**src/rtl/riscv_defs.sv**
```systemverilog
// rtl/riscv_defs.sv - shared loader definitions: state encoding, header size, instruction width
package riscv_defs;

   localparam int HDR_BYTES = 2;
   localparam int INSTR_W   = 32;

   typedef enum logic [2:0] {
      IDLE  = 3'd0,
      HDR0  = 3'd1,
      HDR1  = 3'd2,
      DATA  = 3'd3,
      CSUM  = 3'd4,
      DONE  = 3'd5,
      ERROR = 3'd6
   } state_t;

endpackage

```
**src/rtl/byte_word_packer.sv**
```systemverilog
// rtl/byte_word_packer.sv - assembles little-endian bytes into instruction words
module byte_word_packer
   import riscv_defs::*;
(
   input  logic               clock,
   input  logic               reset,
   input  logic               clear,
   input  logic               byte_valid,
   input  logic [7:0]         byte_data,
   output logic               word_valid,
   output logic [INSTR_W-1:0] word
);

   logic [1:0]         idx;
   logic [INSTR_W-9:0] hold;

   // Bytes shift in from the top so the first byte ends up in the low lane.
   always_ff @(posedge clock) begin
      if (!reset || clear) begin
         idx  <= 2'd0;
         hold <= '0;
      end else if (byte_valid) begin
         idx  <= idx + 2'd1;
         hold <= {byte_data, hold[INSTR_W-9:8]};
      end
   end

   assign word_valid = byte_valid && (idx == 2'd3);
   assign word       = {byte_data, hold};

endmodule

```
**src/rtl/imem_boot_loader.sv**
```systemverilog
// rtl/imem_boot_loader.sv - streams a program image into instruction memory while holding the core
// Optional trailing checksum byte enabled by IMEM_CHECKSUM_EN.
module imem_boot_loader
   import riscv_defs::*;
#(
   parameter int ADDR_W = 8
) (
   input  logic               clock,
   input  logic               reset,
   input  logic               start,
   input  logic [7:0]         rx_data,
   input  logic               rx_valid,
   output logic               rx_ready,
   output logic               imem_we,
   output logic [ADDR_W-1:0]  imem_addr,
   output logic [INSTR_W-1:0] imem_wdata,
   output logic               core_hold,
   output logic               busy,
   output logic               done,
   output logic               err,
   output logic [ADDR_W:0]    words_loaded
);

   localparam logic [16:0] CAP = 17'(2 ** ADDR_W);

   state_t state, state_n;

   logic [8*(HDR_BYTES-1)-1:0] hdr_lo;
   logic [15:0]                hdr_n;
   logic [15:0]                n_words;
   logic                       take;
   logic                       start_go;
   logic                       word_valid;
   logic [INSTR_W-1:0]         word;
   logic                       last_word;

   assign rx_ready  = state inside {HDR0, HDR1, DATA, CSUM};
   assign busy      = rx_ready;
   assign take      = rx_valid && rx_ready;
   assign start_go  = start && (state inside {IDLE, DONE, ERROR});
   assign hdr_n     = {rx_data, hdr_lo};
   assign last_word = word_valid && ((17'(words_loaded) + 17'd1) == {1'b0, n_words});

`ifdef IMEM_CHECKSUM_EN
   logic [7:0] csum;
   logic       csum_ok;

   assign csum_ok = (csum + rx_data) == 8'h00;

   always_ff @(posedge clock) begin
      if (!reset) begin
         csum <= 8'h00;
      end else if (start_go) begin
         csum <= 8'h00;
      end else if (take) begin
         csum <= csum + rx_data;
      end
   end
`endif

   byte_word_packer u_packer (
      .clock      (clock),
      .reset      (reset),
      .clear      (start_go),
      .byte_valid (take && (state == DATA)),
      .byte_data  (rx_data),
      .word_valid (word_valid),
      .word       (word)
   );

   always_ff @(posedge clock) begin
      if (!reset) begin
         state <= IDLE;
      end else begin
         state <= state_n;
      end
   end

   always_comb begin
      state_n = state;
      case (state)
         IDLE, DONE, ERROR: begin
            if (start) state_n = HDR0;
         end
         HDR0: begin
            if (take) state_n = HDR1;
         end
         HDR1: begin
            if (take) begin
               if (hdr_n == 16'd0) begin
`ifdef IMEM_CHECKSUM_EN
                  state_n = CSUM;
`else
                  state_n = DONE;
`endif
               end else if ({1'b0, hdr_n} > CAP) begin
                  state_n = ERROR;
               end else begin
                  state_n = DATA;
               end
            end
         end
         DATA: begin
            if (last_word) begin
`ifdef IMEM_CHECKSUM_EN
               state_n = CSUM;
`else
               state_n = DONE;
`endif
            end
         end
`ifdef IMEM_CHECKSUM_EN
         CSUM: begin
            if (take) state_n = csum_ok ? DONE : ERROR;
         end
`endif
         default: state_n = IDLE;
      endcase
   end

   always_ff @(posedge clock) begin
      if (!reset) begin
         hdr_lo       <= '0;
         n_words      <= 16'd0;
         imem_we      <= 1'b0;
         imem_addr    <= '0;
         imem_wdata   <= '0;
         core_hold    <= 1'b0;
         done         <= 1'b0;
         err          <= 1'b0;
         words_loaded <= '0;
      end else begin
         imem_we <= 1'b0;
         if (state == HDR0 && take) hdr_lo <= rx_data;
         if (state == HDR1 && take) n_words <= hdr_n;
         if (word_valid) begin
            imem_we      <= 1'b1;
            imem_addr    <= words_loaded[ADDR_W-1:0];
            imem_wdata   <= word;
            words_loaded <= words_loaded + {{ADDR_W{1'b0}}, 1'b1};
         end
         // Release lands one cycle after DONE so the final write is already out.
         if (state == DONE) core_hold <= 1'b0;
         if (start_go) begin
            core_hold    <= 1'b1;
            done         <= 1'b0;
            err          <= 1'b0;
            words_loaded <= '0;
         end
         if (state_n == DONE && state != DONE) begin
            done <= 1'b1;
            err  <= 1'b0;
         end
         if (state_n == ERROR && state != ERROR) begin
            err  <= 1'b1;
            done <= 1'b0;
         end
      end
   end

endmodule

```
**config.mk**
```make
export PLATFORM = sky130hd
export DESIGN_NAME = imem_boot_loader
export DESIGN_NICKNAME = d
export VERILOG_FILES = /design/src/rtl/riscv_defs.sv /design/src/rtl/byte_word_packer.sv /design/src/rtl/imem_boot_loader.sv
export SDC_FILE = /design/constraint.sdc
export NUM_CORES = 1
export LEC_CHECK = 0
export ABC_AREA = 1
export CAP_MARGIN = 15
export CORE_ASPECT_RATIO = 2
export CORE_MARGIN = 8
export CORE_UTILIZATION = 30
export CTS_CLUSTER_DIAMETER = 50
export DETAILED_ROUTE_END_ITERATION = 8
export HOLD_SLACK_MARGIN = 0.15
export SKIP_LAST_GASP = 1
export SLEW_MARGIN = 10
export SYNTH_ARGS = -nofsm -noshare
export SYNTH_HDL_FRONTEND = slang
export SYNTH_SLANG_ARGS = --single-unit
export TNS_END_PERCENT = 1
```
**constraint.sdc**
```tcl
create_clock -name clock -period 3 [get_ports clock]
set_input_delay 0.6 -clock clock [delete_from_list [all_inputs] [get_ports clock]]
set_output_delay 0.6 -clock clock [all_outputs]
set_load 0.05 [all_outputs]
```
Word-level counts from Yosys, hierarchy flattened

Index checks and enable logic that the tools add are counted.

Input port bits: 12
Output and inout bits: 55
Register bits after elaboration: 106

Add/subtract/negate cells: 3
Muxes and demuxes: 14
Bitwise operators: 1
Reduce and logical (&&, ||, !) cells: 21
Eq/ne operators: 12
Magnitude comparators: 1

Operators with widths:

| cell                                                | number |
|---|---|
| 2-to-1 mux 3 bit                                    | 6 |
| == test 10 x 16 -> 1 bit                            | 1 |
| > comparator 16 x 9 -> 1 bit, second input constant | 1 |
| zero test 16 bit                                    | 1 |
| == test 3 bit, second input constant                | 5 |
| one-hot mux 3 bit (4 select lines)                  | 1 |
| adder 9 x 1 -> 10 bit, second input constant        | 1 |
| adder 9 x 1 -> 9 bit, second input constant         | 1 |
| logical AND 1 bit                                   | 9 |
| 2-to-1 mux 1 bit                                    | 7 |
| == test 3 x 2 -> 1 bit, second input constant       | 2 |
| inequality test 3 bit, second input constant        | 2 |
| nonzero test 3 bit                                  | 2 |
| nonzero test 2 bit                                  | 2 |
| nonzero test 4 bit                                  | 1 |
| OR reduction 2 bit                                  | 2 |
| == test 3 x 1 -> 1 bit, second input constant       | 1 |
| zero test 3 bit                                     | 1 |
| OR reduction 3 bit                                  | 1 |
| adder 2 x 1 -> 2 bit, second input constant         | 1 |
| == test 2 bit, second input constant                | 1 |
| zero test 1 bit                                     | 1 |
| logical OR 1 bit                                    | 1 |
| NOT 1 bit                                           | 1 |

Longest topological paths before layout

Gate-level depths: netlist of the first run.

Word-level depth: 12
Gate-level depth with buffers: 16
Mapped depth without buffers: 15

Modules after synthesis

Synthesis of the first run repeated with hierarchy kept, for this count alone.

Cell total of the unflattened synthesis: 629
Area total of the unflattened synthesis: 4488.1 µm²

Modules (own cells, without submodules):

| module           | cells an instance | area each (µm²) | instances |
|---|---|---|---|
| imem_boot_loader | 502               | 3445.8          | 1 |
| byte_word_packer | 127               | 1042.2          | 1 |

Worst setup path before layout of the first run

Ideal clock, no wire load.

Kind: reg-to-reg
Start: reg words_loaded[0]
End: reg err
Cell stages (with the launch flop): 15
Path slack: 0.770 ns
Arrival: 2.108 ns
Buffers on the path: 0
Setup time: 0.122 ns
Cell sequence: dfxtp_1 ha_1 nand3_2 nor2_1 nand2_1 nand2_1 nand2_1 nand2_1 nand2_1 nor2_1 nand2_1 nand2_2 nand3_1 nor2_1 o21ai_0

Word-level cells in the longest chain between the ends: 9

RTL lines:

| element                                | line                    | RTL |
|---|---|---|
| start, declared                        | imem_boot_loader.sv:21  | `output logic [ADDR_W:0] words_loaded` |
| start signal, assigned                 | imem_boot_loader.sv:140 | `words_loaded <= words_loaded + {{ADDR_W{1'b0}}, 1'b1};` |
| adder 9 x 1 -> 10 bit (*)              | imem_boot_loader.sv:42  | `assign last_word = word_valid && ((17'(words_loaded) + 17'd1) == {1'b0, n_words});` |
| == test 10 x 16 -> 1 bit (*)           | imem_boot_loader.sv:42  |  |
| logical AND 1 bit (*)                  | imem_boot_loader.sv:42  |  |
| 2-to-1 mux 3 bit (*)                   | imem_boot_loader.sv:104 | `if (last_word) begin` |
| one-hot mux 3 bit (4 select lines) (*) | imem_boot_loader.sv:81  | `case (state)` |
| == test 3 bit                          | imem_boot_loader.sv:150 | `if (state_n == DONE && state != DONE) begin` |
| logical AND 1 bit                      | imem_boot_loader.sv:150 |  |
| 2-to-1 mux 1 bit                       | imem_boot_loader.sv:150 |  |
| 2-to-1 mux 1 bit                       | imem_boot_loader.sv:154 | `if (state_n == ERROR && state != ERROR) begin` |
| end signal, assigned                   | imem_boot_loader.sv:147 | `err <= 1'b0;` |
| end signal, assigned                   | imem_boot_loader.sv:152 | `err <= 1'b0;` |
| end signal, assigned                   | imem_boot_loader.sv:155 | `err <= 1'b1;` |
| end, declared                          | imem_boot_loader.sv:20  | `output logic err,` |

Every way passes the cells marked *; elsewhere a longest branch is shown, timed or not.
A chain may end at the register's enable or synchronous reset.

Final worst setup path of the first run

Start: reg state[2]
End: out busy

Word-level cells in the longest chain between the ends: 2

RTL lines:

| element                                        | line                   | RTL |
|---|---|---|
| start, declared                                | imem_boot_loader.sv:26 | `state_t state, state_n;` |
| start signal, assigned                         | imem_boot_loader.sv:75 | `state <= state_n;` |
| == test 3 x 1 -> 1 bit (tied with other cells) | imem_boot_loader.sv:37 | `assign rx_ready = state inside {HDR0, HDR1, DATA, CSUM};` |
| nonzero test 4 bit (*)                         | imem_boot_loader.sv:37 |  |
| end, declared                                  | imem_boot_loader.sv:18 | `output logic busy,` |

Marks and branches as above.

==> summary.md, run 1 <==
| Metric | Value |
|---|---|
| Area added between synthesis and finish | 26.70% |
| WS Path Type | reg -> out |
| Mapped Cells | 593 |
| Final Power | between 2 and 3 mW |
| Critical Path AT | 1940 ps |
| Initial antenna violation count | 0 |
| Share of post-route cells with drive strength above 1 | 6.116% |
| First-pass GRT wire length | 19.69 mm |
| Finished Cell Area | around 5500 um2 |
| GR Overflow Total | 0 |
| Final hold viol count | 0 |
| NumNets Final | 663 |
| Skew final | 7.403 ps |
| Post-synthesis sequential area ratio | 48.85% |
| EDFF count, synth | 0 |
| Die span in x | between 100 and 150 um |
| Distinct cell type count after synthesis | 29 |
| WL/cell | ~14 um |
| I/O pin count | between 60 and 70 |
| Final period util | 84.79% |
| TNS Setup | 0 ps |
| Register bit total from synthesis | 106 |
| Required @ worst endpoint | 2400 ps |
| Worst hold path type | reg -> reg |
| Drt initial violations | 236 |
| PwrDens | 528.1 nW/um2 |
| Syn Area/Cell | 7.326 um2 |
| Max_slew headroom | 61.76% |
| DRC violations left | 0 |
| Commonest non-fill, non-tap cell in the layout | nand2_1 |
| Origin of the critical flop-to-flop path | state[2]$_SDFF_PN0_ |
| Ant. Diodes | 0 |
| Post-CTS Setup Inserts | 0 |
| CTS tree | built |
| Critical Path Fanout Max | 7 |
| Post-layout min period | 2544 ps |
| Worst-skew pair later-pin latency | 340 ps |
| Crit path capture type | primary output |
| Mean number of vias per cell | 4.730 |
| DRT antenna net count | 0 |
| # H-tree levels | 3 |
| Leak | 2.091 nW |
| Worst Hold Launch | u_packer.hold[0]$_SDFFE_PP0P_ |
| Total GRT Usage | 13.22% |
| Vias | 4002 |
| Final setup fails | 0 |
| Vias in the first global route | ~4000 |
| Primary FF master, synth | dfxtp_1 |
| Clk slew on worst S/H paths | about 70 ps |
| Row count | between 60 and 70 |
| Cell Area, Placed | roughly 5200 um2 |
| Worst r2r dst | imem_wdata[28]$_SDFFE_PN0P_ |
| Starting Density | 30.43% |
| Max clock buf depth | 2 |
| Fin. max-slew vios | 0 |
| FF-to-FF path depth | 9 |
| Floorplan Core Area | 14270 um2 |
| Worst Setup SP | state[2]$_SDFF_PN0_ |
| Total CTS buffers | 9 |
| Post-synth ARST share | 0% |
| Critical path endpoint | busy |
| Post-Route Utilization | 38.56% |
| Initial DRT Pass Iterations | 4 |
| Mapped Area | 4344 um2 |
| CTS root buf | clkbuf_16 |
| Post-CTS sizing | 0 |
| Syn nets | ~610 |
| Hpwl dp | 9.125 mm |
| CTS Hold Bufs | 0 |
| Routed WL | 12.05 mm |
| Hold slack final | 457.4 ps |
| Max Cap Violations | 0 |
| Largest net degree at the start of global routing | 44 |
| RSZ-0062 raised after global routing | no |
| Reg-to-reg slack, setup | about 750 ps |
| Buffers on Ports | 66 |
| Gpl congestion | 0.8210 |
| Die area | 18820 um2 |
| VDD IR max | between 0.0003 and 0.0004 V |
| Num Clock Sinks | 106 |
| Yosys warnings | 0 |
| Outcome | finished, final reports clean |
| Hold Path Stages | 2 |
| Startpoint Class | flop |
| Worst Max-Slew Pin Slew | roughly 570 ps |
| Achievable clock frequency | roughly 390 MHz |
| Most frequent cells in the layout | nand2_1, dfxtp_1, nand3_1 |
| Die height | approximately 190 um |
Yosys cell counts, types with 2 or more instances:
cell type | instances | area share (%)
buf_4 | 2 | 0.35
dfxtp_1 | 106 | 49
a21oi_1 | 65 | 7.5
nand3_2 | 2 | 0.46
nand3b_1 | 3 | 0.52
inv_1 | 39 | 3.4
o21ai_0 | 52 | 6.0
nor2_2 | 3 | 0.43
clkbuf_1 | 25 | 2.2
nor2_1 | 60 | 5.2
ha_1 | 2 | 0.58
buf_1 | 3 | 0.26
inv_2 | 2 | 0.17
nand2_2 | 2 | 0.29
or2_2 | 3 | 0.43
nand3_1 | 79 | 9.1
nand2_1 | 130 | 11
a211oi_1 | 4 | 0.69
state kept, by name, indices dropped and copies added (netlist names):
register / flops
imem_we: 1
err: 1
done: 1
state: 3
imem_addr: 8
u_packer.idx: 2
words_loaded: 9
n_words: 16
imem_wdata: 32
hdr_lo: 8
core_hold: 1
u_packer.hold: 24
where the power goes:
group | switching (mW) | internal (mW)
Clock | 0.525 | 0.673
Sequential | 0.0192 | 1.43
Combinational | 0.177 | 0.0791
Total | 0.721 | 2.19
critical path, stage by stage, from the launching register on:
cell and delay, ps:
dfxtp_1 360, inv_2 130, o21ai_0 130, nand2_1 150
clkdlybuf4s50_1 830
metal layers:
| metal | global-route usage (%) | part of all wire [%] | wire, um |
|---|---|---|---|
| met1 | 13.42 | 41 | 4908 |
| met2 | 24.97 | 53 | 6412 |
| met3 | 2.051 | 2.7 | 331 |
| met4 | 6.907 | 3.3 | 392 |
| met5 | 0 | 0 | 0 |
kinds of logic (layout without fill, tap and decap cells):
kind of cell | after synthesis | count (layout) | share of synthesized area, %
flops | 106 | 106 | 48.85
buf+inv | 71 | 132 | 6.308
simple gates | 287 | 287 | 29.00
fa+ha+maj | 2 | 2 | 0.5759
xor+xnor | 2 | 2 | 0.4033
compound gates | 125 | 125 | 14.86
area by class of cell:
cell class / count / area, um2
multi-input combinational: 416 / 1948
clock buffer: 11 / 242.7
clock inverter: 5 / 61.31
tap: 192 / 240.2
inverter: 41 / 153.9
sequential: 106 / 2122
fill: 1542 / 8770
timing repair buffer: 75 / 735.7
worst min path at each step:
stage	end	slack, ps
after floorplan	u_packer.hold[0]$_SDFFE_PP0P_	440
after global placement	u_packer.hold[0]$_SDFFE_PP0P_	450
after detailed placement	u_packer.hold[6]$_SDFFE_PP0P_	450
after CTS	u_packer.hold[6]$_SDFFE_PP0P_	460
after global routing	u_packer.hold[6]$_SDFFE_PP0P_	480
final	u_packer.hold[0]$_SDFFE_PP0P_	460
metrics by stage:
| step | cells | worst slack, ps |
|---|---|---|
| floorplan | 593 | 770.1 |
| global placement | 830 | 558.4 |
| detailed placement | 830 | 508.9 |
| CTS | 846 | 441.6 |
| global route | 846 | 377.9 |
| finish | 846 | 456.3 |
(Power assumes the default switching activity.)
==> inputs of run 2 (changes only) <==
clock period = 2.4 ns   (was 3 ns; I/O delays follow)
==> run 2 against run 1 <==
Compared with the run above: wire length is 0.13% higher; worst hold slack better by 4.7 ps; global-route usage is 0.26 points higher; non-clock buffer count is 6 higher; die area stayed put; critical path depth is 2 lower; final cell count is 0.59% higher; critical endpoint is now words_loaded[0].
==> summary.md, run 2 (synthesized netlist as in run 1, its figures left out) <==
| Metric | Value |
|---|---|
| FF-to-FF path depth | 14 |
| Relative contribution of sequential cells to total power | approximately half |
| WS Path Type | reg -> out |
| WL/cell | 14.17 um |
| Worst Hold Launch | u_packer.hold[0]$_SDFFE_PP0P_ |
| Vias | 4077 |
| Most frequent cells in the layout | nand2_1, dfxtp_1, nand3_1 |
| Outcome | finished, final reports clean |
| NumNets Final | 669 |
| TNS Setup | 0 ps |
| Met3 Use GR | 2.610% |
| Comb power frac | 8.7% |
| Die span in x | 101.1 um |
| Gpl congestion | a little over 0.9 |
| Leak | 2.139 nW |
| Layer with the highest usage | met2 |
| Worst-skew pair later-pin latency | 340 ps |
| Buffers on Ports | 66 |
| Largest net degree at the start of global routing | 44 |
| Reg-to-reg slack, setup | 410 ps |
| Net Switching | 0.8806 mW |
| Total CTS buffers | 9 |
| Area added between synthesis and finish | 28.28% |
| Achievable clock frequency | 450.4 MHz |
| Switching Fraction | 23.72% |
| WHS Endpoint | u_packer.hold[0]$_SDFFE_PP0P_ |
| Starting Density | 30.43% |
| Final period util | 92.50% |
| VDD IR max | approximately 0.00037 V |
| Vias in the first global route | 4098 |
| Num Clock Sinks | about 110 |
| CTS tree | built |
| Regs by FF count | imem_wdata x32, u_packer.hold x24, n_words x16 |
| Final setup fails | 0 |
| Hpwl dp | 9.097 mm |
| Cell Area, Placed | 5255 um2 |
| Internal power | roughly 2.8 mW |
| Critical Path Fanout Max | 8 |
| I/O pin count | 67 |
| Worst r2r dst | err$_SDFFE_PN0P_ |
| Clock network power share | 42.4% |
| Routed WL | 12.06 mm |
| Die height | 186.2 um |
| DRT antenna net count | 0 |
| Placed cells | 836 |
| Max clock buf depth | 2 |
| Origin of the critical flop-to-flop path | words_loaded[0]$_SDFFE_PP0P_ |
| Total GRT Usage | 13.48% |
| Crit-path max cell delay | 820 ps |
| Ant. Diodes | 0 |
| Max Cap Violations | 0 |
| CP max stage cell | clkdlybuf4s50_1 |
| Post-layout min period | 2220 ps |
| Final Power | about 3.7 mW |
| Crit path capture type | primary output |
| Skew final | 6.236 ps |
| Drt initial violations | 201 |
| Finished Cell Area | 5573 um2 |
| Share of post-route cells with drive strength above 1 | 6.980% |
| GR Layer Usage met2 | 23.91% |
| GR Overflow Total | 0 |
| Startpoint Class | flop |
| Non-Filler Instances | 851 |
| Mean number of vias per cell | ~4.8 |
| Worst hold path type | reg -> reg |
| First-pass GRT wire length | 19.93 mm |
| Hold Path Stages | 2 |
| Required @ worst endpoint | approximately 1900 ps |
| CTS root buf | clkbuf_16 |
| DRC violations left | 0 |
| Max_slew headroom | between 60 and 70% |
| Critical Path AT | 1740 ps |
| Floorplan Core Area | 14270 um2 |
| Max reg flops | 32 |
| RSZ-0062 raised after global routing | no |
| # H-tree levels | 3 |
| Row count | 62 |
| Die area | 18820 um2 |
| Fin. max-slew vios | 0 |
| Worst Max-Slew Pin Slew | 592.5 ps |
| Final hold viol count | 0 |
| Initial DRT Pass Iterations | 4 |
| Grt met1 use | 13.79% |
| Top reg by flops | imem_wdata |
| Initial antenna violation count | 0 |
| Crit-path cells | buf_4 -> clkdlybuf4s50_1 |
| Commonest non-fill, non-tap cell in the layout | nand2_1 |
| PwrDens | 666.3 nW/um2 |
| Clk slew on worst S/H paths | 70 ps |
[run 2: cell count changes in the layout (fill, tap and decap cells not counted)]
cell             delta
dlygate4sd2_1       +1
bufinv_16           +1
inv_6               -1
clkinvlp_4          -2
clkdlybuf4s50_1     -2
buf_4               +6
clkinv_4            +1
buf_12              +1
[run 2: timing repair]
item,4_1_cts,5_1_grt
gates resized for setup,1,0
setup endpoints to repair,1,0
hold buffers,0,0
buffers inserted,0,0
[run 2: how the worst max path moves through the flow]
stage | startpoint | end | slack (ps)
after detailed placement | rx_valid | err$_SDFFE_PN0P_ | 150
after global placement | rx_valid | err$_SDFFE_PN0P_ | 160
after global routing | words_loaded[2]$_SDFFE_PP0P_ | words_loaded[2] | 120
after floorplan | words_loaded[0]$_SDFFE_PP0P_ | err$_SDFFE_PN0P_ | 170
after CTS | words_loaded[0]$_SDFFE_PP0P_ | words_loaded[0] | 160
final | words_loaded[0]$_SDFFE_PP0P_ | words_loaded[0] | 180
[run 2: worst max-delay path, delay by kind of cell, from the launching register on]
kind | cells | cell delay, ps
DFF | 1 | 380
buffers and inverters | 2 | 1020
[run 2: power by group through the flow]
stage	Clock [mW]	Combinational (mW)	Sequential, mW
after floorplan	0	0.216	1.86
after CTS	1.62	0.325	1.82
after global routing	1.69	0.360	1.82
final	1.57	0.323	1.82
after detailed placement	0	0.325	1.86
after global placement	0	0.322	1.85
[run 2: cell type report]
type / count / area, um2
clock inverter: 4 / 76.32
clock buffer: 11 / 242.7
inverter: 41 / 153.9
fill: 1550 / 8701
multi-input combinational: 416 / 1948
timing repair buffer: 81 / 789.5
tap: 192 / 240.2
sequential: 106 / 2122
[run 2: through the flow]
step | hold WS, ps | setup WS, ps | util (%)
after floorplan | 437.8 | 170.1 | -
after global placement | 450.0 | 164.8 | 36.82
final | 462.1 | 179.9 | 39.04
after detailed placement | 451.8 | 153.0 | 36.82
after CTS | 461.1 | 155.9 | 39.04
after global routing | 479.0 | 116.6 | 39.04
[run 2: layer usage]
layer / wire (um) / vias up / part of all wire (%)
met4: 503 / 0 / 4.2
met1: 4715 / 1869 / 39
li1: - / 2084 / -
met2: 6321 / 102 / 52
met5: 0 / - / 0
met3: 521 / 22 / 4.3
==> inputs of run 3 (changes only) <==
CTS_CLUSTER_DIAMETER = 150   (was 50)
==> results of run 3 <==
The final DEF is identical to that of run 2; final timing and power are the same.
